## src/rtl/srt4_otf_conv.sv

```systemverilog
// Radix-4 SRT on-the-fly quotient converter: keeps Q and QM = Q - 1 ulp, then applies the final remainder-sign correction.
// Optional illegal-digit flag enabled by defining SRT4_OTF_ERR_EN.
module srt4_otf_conv #(
  parameter int WIDTH = 8
) (
  input  logic             clk,
  input  logic             rst,
  input  logic             start,
  input  logic             dig_valid,
  output logic             dig_ready,
  input  logic [1:0]       q,
  input  logic             neg,
  input  logic             rem_valid,
  input  logic             rem_neg,
  output logic             busy,
  output logic             done,
  output logic [WIDTH-1:0] quot,
  output logic             err
);

  localparam int NDIG = WIDTH / 2;
  localparam int CW   = $clog2(NDIG + 1);

  typedef enum logic [1:0] {IDLE, CONV, FIX} state_t;

  state_t           state, state_next;
  logic [WIDTH-1:0] q_acc, qm_acc;
  logic [WIDTH-1:0] q_next, qm_next;
  logic [CW-1:0]    cnt;
  logic [1:0]       mag;
  logic             accept;
  logic             is_pos;
  logic             is_nonneg;
  logic             last_dig;

`ifdef SRT4_OTF_ERR_EN
  logic illegal;
  assign illegal = (q == 2'b11);
  assign mag     = illegal ? 2'b00 : q;
`else
  // Without the error check, the code 11 collapses onto magnitude 2.
  assign mag = q[1] ? 2'b10 : {1'b0, q[0]};
`endif

  assign accept    = dig_valid && dig_ready;
  assign is_pos    = !neg && (mag != 2'b00);
  assign is_nonneg = !neg || (mag == 2'b00);
  assign last_dig  = (cnt == CW'(NDIG - 1));

  // Appended fields are always 0..3, so each update is a shift plus concatenation.
  assign q_next  = is_nonneg ? {q_acc[WIDTH-3:0], mag}
                             : {qm_acc[WIDTH-3:0], 2'(3'd4 - {1'b0, mag})};
  assign qm_next = is_pos    ? {q_acc[WIDTH-3:0], 2'(mag - 2'd1)}
                             : {qm_acc[WIDTH-3:0], 2'(2'd3 - mag)};

  always_ff @(posedge clk) begin
    if (rst) begin
      state  <= IDLE;
      q_acc  <= '0;
      qm_acc <= '1;
      cnt    <= '0;
      quot   <= '0;
      done   <= 1'b0;
    end else begin
      state <= state_next;
      done  <= (state == FIX) && rem_valid;
      case (state)
        IDLE: if (start) begin
          q_acc  <= '0;
          qm_acc <= '1;
          cnt    <= '0;
        end
        CONV: if (accept) begin
          q_acc  <= q_next;
          qm_acc <= qm_next;
          cnt    <= cnt + CW'(1);
        end
        FIX: if (rem_valid) quot <= rem_neg ? qm_acc : q_acc;
        default: ;
      endcase
    end
  end

  always_comb begin
    state_next = state;
    case (state)
      IDLE:    if (start) state_next = CONV;
      CONV:    if (accept && last_dig) state_next = FIX;
      FIX:     if (rem_valid) state_next = IDLE;
      default: state_next = IDLE;
    endcase
  end

  always_comb begin
    dig_ready = (state == CONV);
    busy      = (state == CONV) || (state == FIX);
  end

`ifdef SRT4_OTF_ERR_EN
  // Sticky until the next accepted start.
  always_ff @(posedge clk) begin
    if (rst)
      err <= 1'b0;
    else if (state == IDLE && start)
      err <= 1'b0;
    else if (accept && illegal)
      err <= 1'b1;
  end
`else
  assign err = 1'b0;
`endif

endmodule

```

## config.mk

```make
export PLATFORM = sky130hd
export DESIGN_NAME = srt4_otf_conv
export DESIGN_NICKNAME = d
export VERILOG_FILES = /design/src/rtl/srt4_otf_conv.sv
export SDC_FILE = /design/constraint.sdc
export NUM_CORES = 1
export LEC_CHECK = 0
export BUFFER_PORTS_ARGS = -buffer_cell sky130_fd_sc_hd__buf_2
export CAP_MARGIN = 20
export CORE_MARGIN = 5
export CORE_UTILIZATION = 32
export DETAILED_ROUTE_END_ITERATION = 7
export PLACE_DENSITY_LB_ADDON = 0.15
export SETUP_SLACK_MARGIN = 0.2
export SYNTH_ARGS = -nofsm -noshare
export SYNTH_HDL_FRONTEND = slang
export SYNTH_SLANG_ARGS = --single-unit
```

## constraint.sdc

```tcl
create_clock -name clk -period 2.5 [get_ports clk]
set_clock_uncertainty 0.05 [all_clocks]
set_input_delay 0.25 -clock clk [delete_from_list [all_inputs] [get_ports clk]]
set_output_delay 0.25 -clock clk [all_outputs]
set_load 0.01 [all_outputs]
```

==> impl_metrics.ini, run 1 <==
[global_routing]
grt_max_degree = 22
grt_usage = 0.108
grt_pass1_wl_mm = 5.09
grt_pass1_vias = 1110
grt-ovfl-total = 0
grt_antenna_before_repair = 0

[clocking]
cts_tree = done
insertion_delay_ps = 270
h-tree-depth = 2
numCtsBuffers = 5
clock-root-buffer = clkbuf_8
ctsHoldBuffers = 0
clk_path_buf_depth = 2
clk_pin_slew_ps = 60
cts.sinks = 30

[synth]
syn_area_um2 = 1420
async_flop_share = 0
ys_seq_elements = 30
synth-edff-count = 0
synth_top_area_frac = 0.423
synth_seq_area_share = 0.423
syn_inst = 148
ys_top_cells_by_area = dfxtp_1 42%, mux2i_1 15%, ha_1 6.2%
synth_top_cell_by_area = dfxtp_1
syn_nets = 164
yosysUniqueCellTypes = 29
post-synth-top-count-cell = dfxtp_1
avgSynthCellArea_um2 = 9.60
yosys-top-cells-count = 30 x dfxtp_1, 21 x mux2i_1, 9 x inv_1
synth-warning-count = 0
ys.flop_type = dfxtp_1

[timing]
fin_crit_sh = 0.819
period_needed_ps = 2050
setup_ws_ps = 452
setup_violations = 0
fmax_mhz = 488
fin_hold_ws_ps = 269
fin_setup_tns_ps = 0
maxSlewHeadroom = 0.438
maxSlewViolCount = 0
finalHoldViolations = 0
rsz0062_at_grt = no
tightest_slew_ps = 841

[critical_path]
worstPathRequired_ps = 2580
r2r_slack_ps = 450
cp-start-kind = flip-flop
worstPathMaxFanout = 12
worstPathCellList = inv_1, ha_1, mux2i_2, o21bai_1, o22ai_1
worstPathArrival_ps = 2130
max_stage_delay_ps = 700
cp-startpoint = state[1]
r2r-start = state[1]
worst-path-stages = 5
ff2ff_path_depth = 5
critPathSlowestCell = o21bai_1
setup.worst_path.class = reg2reg
cpLargestDelayFamily = compound AO/OA/AOI/OAI gates
path_buf_inv = 1
worstReg2RegEnd = q_acc[6]
worstSetupEndpointType = flip-flop
cp-endpoint = q_acc[6]

[route]
met2WireLength_mm = 1.44
drc = 0
detail-route-antenna-nets = 0
wl_met3_um = 104
wl_met1_mm = 1.42
route.top_layer_used = met4
vias = 1108
initialDrtViolationCount = 49
wl_mm = 3.01
wl_per_cell_um = 13.7
via_per_inst = 5.04
firstDrtPassIters = 4

[final_layout]
multi_input_area_um2 = 749
n_antenna_cell = 0
synthToLayoutAreaGrowth_pct = 16.2
final_core_util = 0.382
fin_area_um2 = 1650
final_cells = 220
layout-drive-gt1-share = 0.179
regArea_um2 = 601
fin_nets = 183
fillCellCount = 459

[floorplanning]
core_region_area_um2 = 4320
fp-row-count = 24
dieArea_um2 = 5870
die_h_um = 76.6
fp.dieW_um = 76.6
io_pins = 21
start_util = 0.328

[placed_design]
io_buffers = 19
dpl_cell_area_um2 = 1560
dpl.hpwl_mm = 2.17
dpl.cell_count = 212
gp_congestion = 0.693
post-place-ws_ps = 359

[run]
cap_violations = 0

[power]
finalPower_mw = 1.44
power_density_nw_per_um2 = 873
p_leak_nw = 0.696
vdd_drop_max_mv = 0.238

[outcome]
outcome = finished clean

[min_path]
min_path_type = in2reg
hold_depth = 3
==> how the worst min path moves through the flow <==
stage                          end       from  slack, ps
after floorplan             cnt[1]  dig_valid        380
after global placement    q_acc[6]   q_acc[6]        410
after detailed placement  q_acc[7]   q_acc[7]        420
after CTS                   cnt[1]  dig_valid        260
after global routing        cnt[1]  dig_valid        290
final                       cnt[1]  dig_valid        270
==> area by class of cell <==
cell class,instances,share of cell area
flip-flops and latches,30,0.364
clock buffers,7,0.0523
multi-input cells,100,0.454
repair buffers,21,0.0667
well taps,52,0.0394
clock inverters,1,0.00303
inverters,9,0.0205
==> report_power, final <==
part	switching [mW]	internal [mW]	total [mW]
sequential	0.0399	0.532	0.572
combinational	0.275	0.197	0.472
clock	0.175	0.222	0.396
==> logic make-up after synthesis <==
group | count (synthesis) | share of synthesized area
simple gates | 26 | 0.0969
flops | 30 | 0.423
fa+ha+maj | 7 | 0.0617
mux | 21 | 0.148
compound gates | 45 | 0.216
other cells | 1 | 0.00264
buf+inv | 18 | 0.0520
==> registers in the layout, summed over array words and instances (netlist names) <==
signal and count:
quot 8, done 1, qm_acc 8, cnt 3, q_acc 8, state 2
==> per-layer routing <==
layer	vias to the layer above	track usage
met5	-	0
met4	0	0.0647
met3	4	0.0355
met2	13	0.169
met1	518	0.128
li1	573	-
==> cells in the final DEF (no fill, tap or decap), types with 2 or more instances in the layout <==
cell type and n:
a211oi_1 8, a21o_1 2, a21oi_1 8, a2bb2oi_1 6, buf_2 19, buf_4 2
clkbuf_8 6, dfxtp_1 30, ha_1 7, inv_1 9, mux2i_1 20, nand2_1 2
nand2b_1 2, nand4_1 3, nor2_1 8, nor2b_1 4, o21ai_0 5, o21bai_1 4
o22ai_1 6, o31ai_1 2, or3_1 4
==> worst min-delay path, cell delays in order <==
cell and delay (ps):
buf_2 140, nand4_1 100, a21oi_1 60
==> timing repair <==
| action | in CTS | in global routing |
|---|---|---|
| gates resized for setup | 0 | 1 |
| setup endpoints to repair | 0 | 12 |
| setup buffers | 0 | 0 |
Power figures use the tool's default switching activity.
==> run 2, diff against run 1 <==
Clock period 2.5 ns to 2 ns, I/O delays scaled along.
==> run 2 against run 1 <==
- final cell count grew 2.7%
- total power rose by 32%
- first-iteration DRC count down 24%
- combinational power rose by 42%
- count of clock-buffer cells in the layout down 1
- worst hold slack got worse by 65 ps
- final area grew 3.9%
- critical endpoint is now qm_acc[0]
- fmax increased by 21%
==> impl_metrics.ini, run 2 (same netlist as run 1, synthesis figures left out) <==
[route]
vias = 1157
detail-route-antenna-nets = 0
via_per_inst = 5.12
firstDrtPassIters = 4
initialDrtViolationCount = 37
drc = 0
wl_per_cell_um = 13.8
wl_mm = 3.12

[outcome]
outcome = finished clean

[critical_path]
cp-startpoint = state[1]
worstSetupEndpointType = flip-flop
cp-start-kind = flip-flop
r2r_slack_ps = 310
ff2ff_path_depth = 5
worstPathArrival_ps = 1820
setup.worst_path.class = reg2reg
worstReg2RegEnd = qm_acc[0]
cp-endpoint = qm_acc[0]
worstPathMaxFanout = 6
r2r-start = state[1]
worstPathRequired_ps = 2130

[clocking]
clk_pin_slew_ps = 70
ctsHoldBuffers = 0
insertion_delay_ps = 280
clk_path_buf_depth = 2
cts.sinks = 30
h-tree-depth = 2
numCtsBuffers = 5
cts_tree = done
clock-root-buffer = clkbuf_8

[global_routing]
grt_max_degree = 22
grt-ovfl-total = 0
grt_pass1_vias = 1151
grt_usage = 0.117
grt_pass1_wl_mm = 5.55
grt_antenna_before_repair = 0

[power]
power_density_nw_per_um2 = 1110
p_leak_nw = 0.729
vdd_drop_max_mv = 0.355

[final_layout]
largest_registers = q_acc (8), qm_acc (8), quot (8)
n_antenna_cell = 0
final_cell_mix = 28 x dfxtp_1, 20 x mux2i_1, 19 x buf_2, 9 x inv_1
layout_commonest_cell = dfxtp_1
synthToLayoutAreaGrowth_pct = 20.8
fin_nets = 189
final_core_util = 0.397
layout-drive-gt1-share = 0.247

[floorplanning]
start_util = 0.328
core_region_area_um2 = 4320
die_h_um = 76.6
fp-row-count = 24
io_pins = 21
dieArea_um2 = 5870
fp.dieW_um = 76.6

[min_path]
min_path_type = in2reg
min_from = dig_valid

[placed_design]
dpl.hpwl_mm = 2.33
gp_congestion = 0.814
io_buffers = 19

[timing]
period_needed_ps = 1690
tightest_slew_ps = 511
maxSlewViolCount = 0
rsz0062_at_grt = no
setup_violations = 0
maxSlewHeadroom = 0.660
fmax_mhz = 591
fin_crit_sh = 0.845
fin_setup_tns_ps = 0
finalHoldViolations = 0

[run]
cap_violations = 0
-- run 2: changes by cell type in the layout (fill, tap and decap cells not counted), sizes merged --
cell / previous run / this run
clkbuf: 7 / 6
clkinvlp: 0 / 1
buf: 21 / 27
-- run 2: repair_timing --
item	4_1_cts	5_1_grt
gates resized for setup	2	5
endpoints found under the setup margin	7	16
buffers inserted	0	0
-- run 2: metal layers --
metal	vias up	share of wire	track usage
met1	537	0.46	0.137
met2	26	0.47	0.182
met3	8	0.057	0.0449
li1	586	-	-
met4	0	0.020	0.0664
met5	-	0	0
-- run 2: worst min-delay path by stage --
stage             end  slack (ps)  depth (start not counted)
2_1_floorplan  cnt[1]         330                          2
3_3_place_gp   cnt[2]         410                          2
3_5_place_dp   cnt[2]         430                          2
4_1_cts        cnt[1]         190                          3
5_1_grt        cnt[1]         210                          3
6_report       cnt[1]         200                          3
-- run 2: worst max-delay path, stage by stage (launching register included) --
cell	delay, ps
dfxtp_2	340
inv_1	90
ha_1	230
mux2i_2	200
or4_4	500
a21o_1	160
-- run 2: cell type report --
type / count / area [µm²]
clock buffers: 6 / 82.6
clock inverters: 2 / 12.5
fillers: 449 / 2610
inverters: 9 / 33.8
multi-input cells: 100 / 763
flip-flops and latches: 30 / 603
well taps: 52 / 65.1
repair buffers: 27 / 155
-- run 2: report_power, final --
group | leakage [nW] | total [mW] | internal (mW) | switching [mW]
Clock | 0.0472 | 0.509 | 0.276 | 0.233
Combinational | 0.438 | 0.672 | 0.308 | 0.363
Sequential | 0.244 | 0.721 | 0.669 | 0.0523
-- run 2: per-stage QoR --
stage / hold slack [ps] / total power, mW / cells / worst slack (ps) / instance area, µm²
3_3_place_gp: 412 / 1.36 / 218 / 257 / 1600
3_5_place_dp: 433 / 1.37 / 218 / 162 / 1600
2_1_floorplan: 328 / 1.14 / 148 / 206 / 1420
5_1_grt: 213 / 2.04 / 226 / 209 / 1720
4_1_cts: 187 / 1.90 / 226 / 239 / 1700
6_report: 203 / 1.90 / 226 / 309 / 1720
==> run 3, diff against run 2 <==
Settings changed: ABC_AREA set to 1.
Clock period 2 ns to 1.7 ns, I/O delays scaled along.
==> run 3 against run 2 <==
- synthesized cell count grew 56%
- wire length rose by 31%
- combinational power rose by 77%
- fmax grew 19%
- sequential power up 38%
- total power is 48% higher
- final area is 16% higher
- critical endpoint is now quot[2]
- largest power group is now combinational cells
==> impl_metrics.ini, run 3 <==
[final_layout]
layout_commonest_cell = nand2_1
final_core_util = 0.394
n_antenna_cell = 0
fillCellCount = 539
layout-drive-gt1-share = 0.208
synthToLayoutAreaGrowth_pct = 20.7
final_cell_mix = 52 x nand2_1, 42 x nand3_1, 35 x inv_1, 29 x dfxtp_1, 19 x buf_2
largest_registers = q_acc (8), qm_acc (8), quot (8)
fin_nets = 274

[route]
initialDrtViolationCount = 113
wl_per_cell_um = 12.5
via_per_inst = 4.44
vias = 1461
drc = 0
firstDrtPassIters = 5
detail-route-antenna-nets = 0
wl_mm = 4.10

[synth]
syn_inst = 231
yosysUniqueCellTypes = 19
async_flop_share = 0
synth_seq_area_share = 0.365
syn_nets = 247
avgSynthCellArea_um2 = 7.12
ys.flop_type = dfxtp_1
synth_xor_area_frac = 0
synth_top_cell_by_area = dfxtp_1
synth_mux_area_frac = 0
ys_seq_elements = 30
yosys.area_share.adder = 0.0533
synth_simple_gate_area_share = 0.323
syn_area_um2 = 1640
synth-edff-count = 0
synth_compound_area_frac = 0.113
synth_top_family_by_area = simple AND/OR/NAND/NOR gates
synth-warning-count = 0
post-synth-top-count-cell = nand2_1
yosys-top-cells-count = 53 x nand2_1, 42 x nand3_1, 38 x inv_1, 30 x dfxtp_1, 15 x o211ai_1
ys_top_cells_by_area = dfxtp_1 37%, nand3_1 13%, nand2_1 12%
synth_top_area_frac = 0.365

[min_path]
holdPathEnd = done
min_path_type = in2reg
hold_depth = 3
min_from = rem_valid

[global_routing]
grt_pass1_vias = 1412
grt_max_degree = 17
grt_antenna_before_repair = 0
grt-ovfl-total = 0
grt_usage = 0.140
grt_pass1_wl_mm = 7.09

[floorplanning]
die_h_um = 81.7
fp.dieW_um = 81.7
start_util = 0.326
fp-row-count = 26
dieArea_um2 = 6670
io_pins = 21
core_region_area_um2 = 5040

[timing]
fmax_mhz = 702
rsz0062_at_grt = no
finalHoldViolations = 0
fin_setup_tns_ps = 0
tightest_slew_ps = 572
setup_violations = 0
maxSlewHeadroom = 0.616
maxSlewViolCount = 0
fin_crit_sh = 0.837
period_needed_ps = 1420

[critical_path]
worstPathArrival_ps = 1610
ff2ff_path_depth = 8
cp-start-kind = flip-flop
worstSetupEndpointType = flip-flop
worstPathMaxFanout = 16
r2r_slack_ps = 280
setup.worst_path.class = reg2reg
r2r-start = state[0]
worstPathRequired_ps = 1890
worstReg2RegEnd = quot[2]

[clocking]
clock-root-buffer = clkbuf_8
clk_pin_slew_ps = 70
insertion_delay_ps = 290
cts.sinks = 30
numCtsBuffers = 5
clk_path_buf_depth = 2
cts_tree = done
h-tree-depth = 2

[outcome]
outcome = finished clean

[power]
p_int_mw = 1.70
p_leak_nw = 1.03
combPwrFrac = 0.425
power_density_nw_per_um2 = 1410
vdd_drop_max_mv = 0.640
swShare = 0.394
seq_power_share = 0.354
power_switching_mw = 1.11
pwr-share-clk = 0.221

[placed_design]
dpl.hpwl_mm = 2.88
gp_congestion = 0.802
io_buffers = 19

[run]
cap_violations = 0
[run 3: changes by cell type in the layout (fill, tap and decap cells not counted), sizes merged, moves of 4 or more]
| cell | before | now |
|---|---|---|
| nand2 | 2 | 59 |
| a2bb2oi | 6 | 0 |
| mux2i | 21 | 0 |
| nand3 | 0 | 42 |
| nor2b | 4 | 0 |
| buf | 27 | 32 |
| o211ai | 0 | 15 |
| a211oi | 8 | 0 |
| o21bai | 4 | 0 |
| or3 | 4 | 0 |
| inv | 9 | 37 |
| o22ai | 6 | 0 |
| nor2 | 8 | 12 |
[run 3: cells by family after synthesis]
| logic type | count (synthesis) |
|---|---|
| and+or+nand+nor | 114 |
| buffers and inverters | 50 |
| DFF | 30 |
| AOI/OAI and AO/OA | 29 |
| adders and majority gates | 7 |
| other | 1 |
[run 3: power by group through the flow]
stage,logic [mW],registers (mW),clock network [mW]
finish,1.19,0.993,0.621
global route,1.37,1.01,0.653
floorplan,0.848,0.975,0
CTS,1.11,0.977,0.629
detailed placement,1.07,0.990,0
global placement,1.07,0.998,0
[run 3: cell type report]
class                   count  area, µm²  share of cell area
repair buffers             32        218               0.110
inverters                  38        146              0.0738
flip-flops and latches     30        604               0.305
clock buffers               7       86.3              0.0435
multi-input cells         151        837               0.422
well taps                  70       87.6              0.0441
clock inverters             1       5.00             0.00252
[run 3: layer usage]
metal	track usage	wire [µm]	up-vias
met5	0	0	-
met4	0.0731	106	0
met3	0.0252	128	10
met2	0.195	1720	29
met1	0.201	2140	630
li1	-	-	792
[run 3: worst max path at each step]
| stage | from | end | slack [ps] | cells past startpoint |
|---|---|---|---|---|
| after floorplan | state[1] | qm_acc[6] | 220 | 9 |
| after global placement | state[0] | quot[2] | 70 | 7 |
| after detailed placement | state[0] | quot[2] | 20 | 7 |
| after CTS | state[1] | qm_acc[7] | 190 | 10 |
| after global routing | state[1] | qm_acc[2] | 190 | 10 |
| final | state[0] | quot[2] | 280 | 8 |
[run 3: worst max-delay path: stages, from the launching register on]
cell and delay [ps]:
dfxtp_4 370, inv_2 70, ha_1 230, nand2_2 90
clkinvlp_4 100, buf_12 150, o211ai_1 120, o211ai_1 120
inv_1 60
[run 3: timing repair]
item	CTS	global route
setup endpoints to repair	19	28
hold buffers	0	0
resized for setup	3	7
buffers inserted	1	4
[run 3: metrics by stage]
stage	power (mW)	setup WS, ps	cell area, µm²	hold WS [ps]	instances
2_1_floorplan	1.82	218	1640	263	231
3_3_place_gp	2.07	68.7	1810	403	316
3_5_place_dp	2.06	19.1	1810	397	316
4_1_cts	2.72	189	1930	149	325
5_1_grt	3.04	192	1980	130	329
6_report	2.81	277	1980	124	329
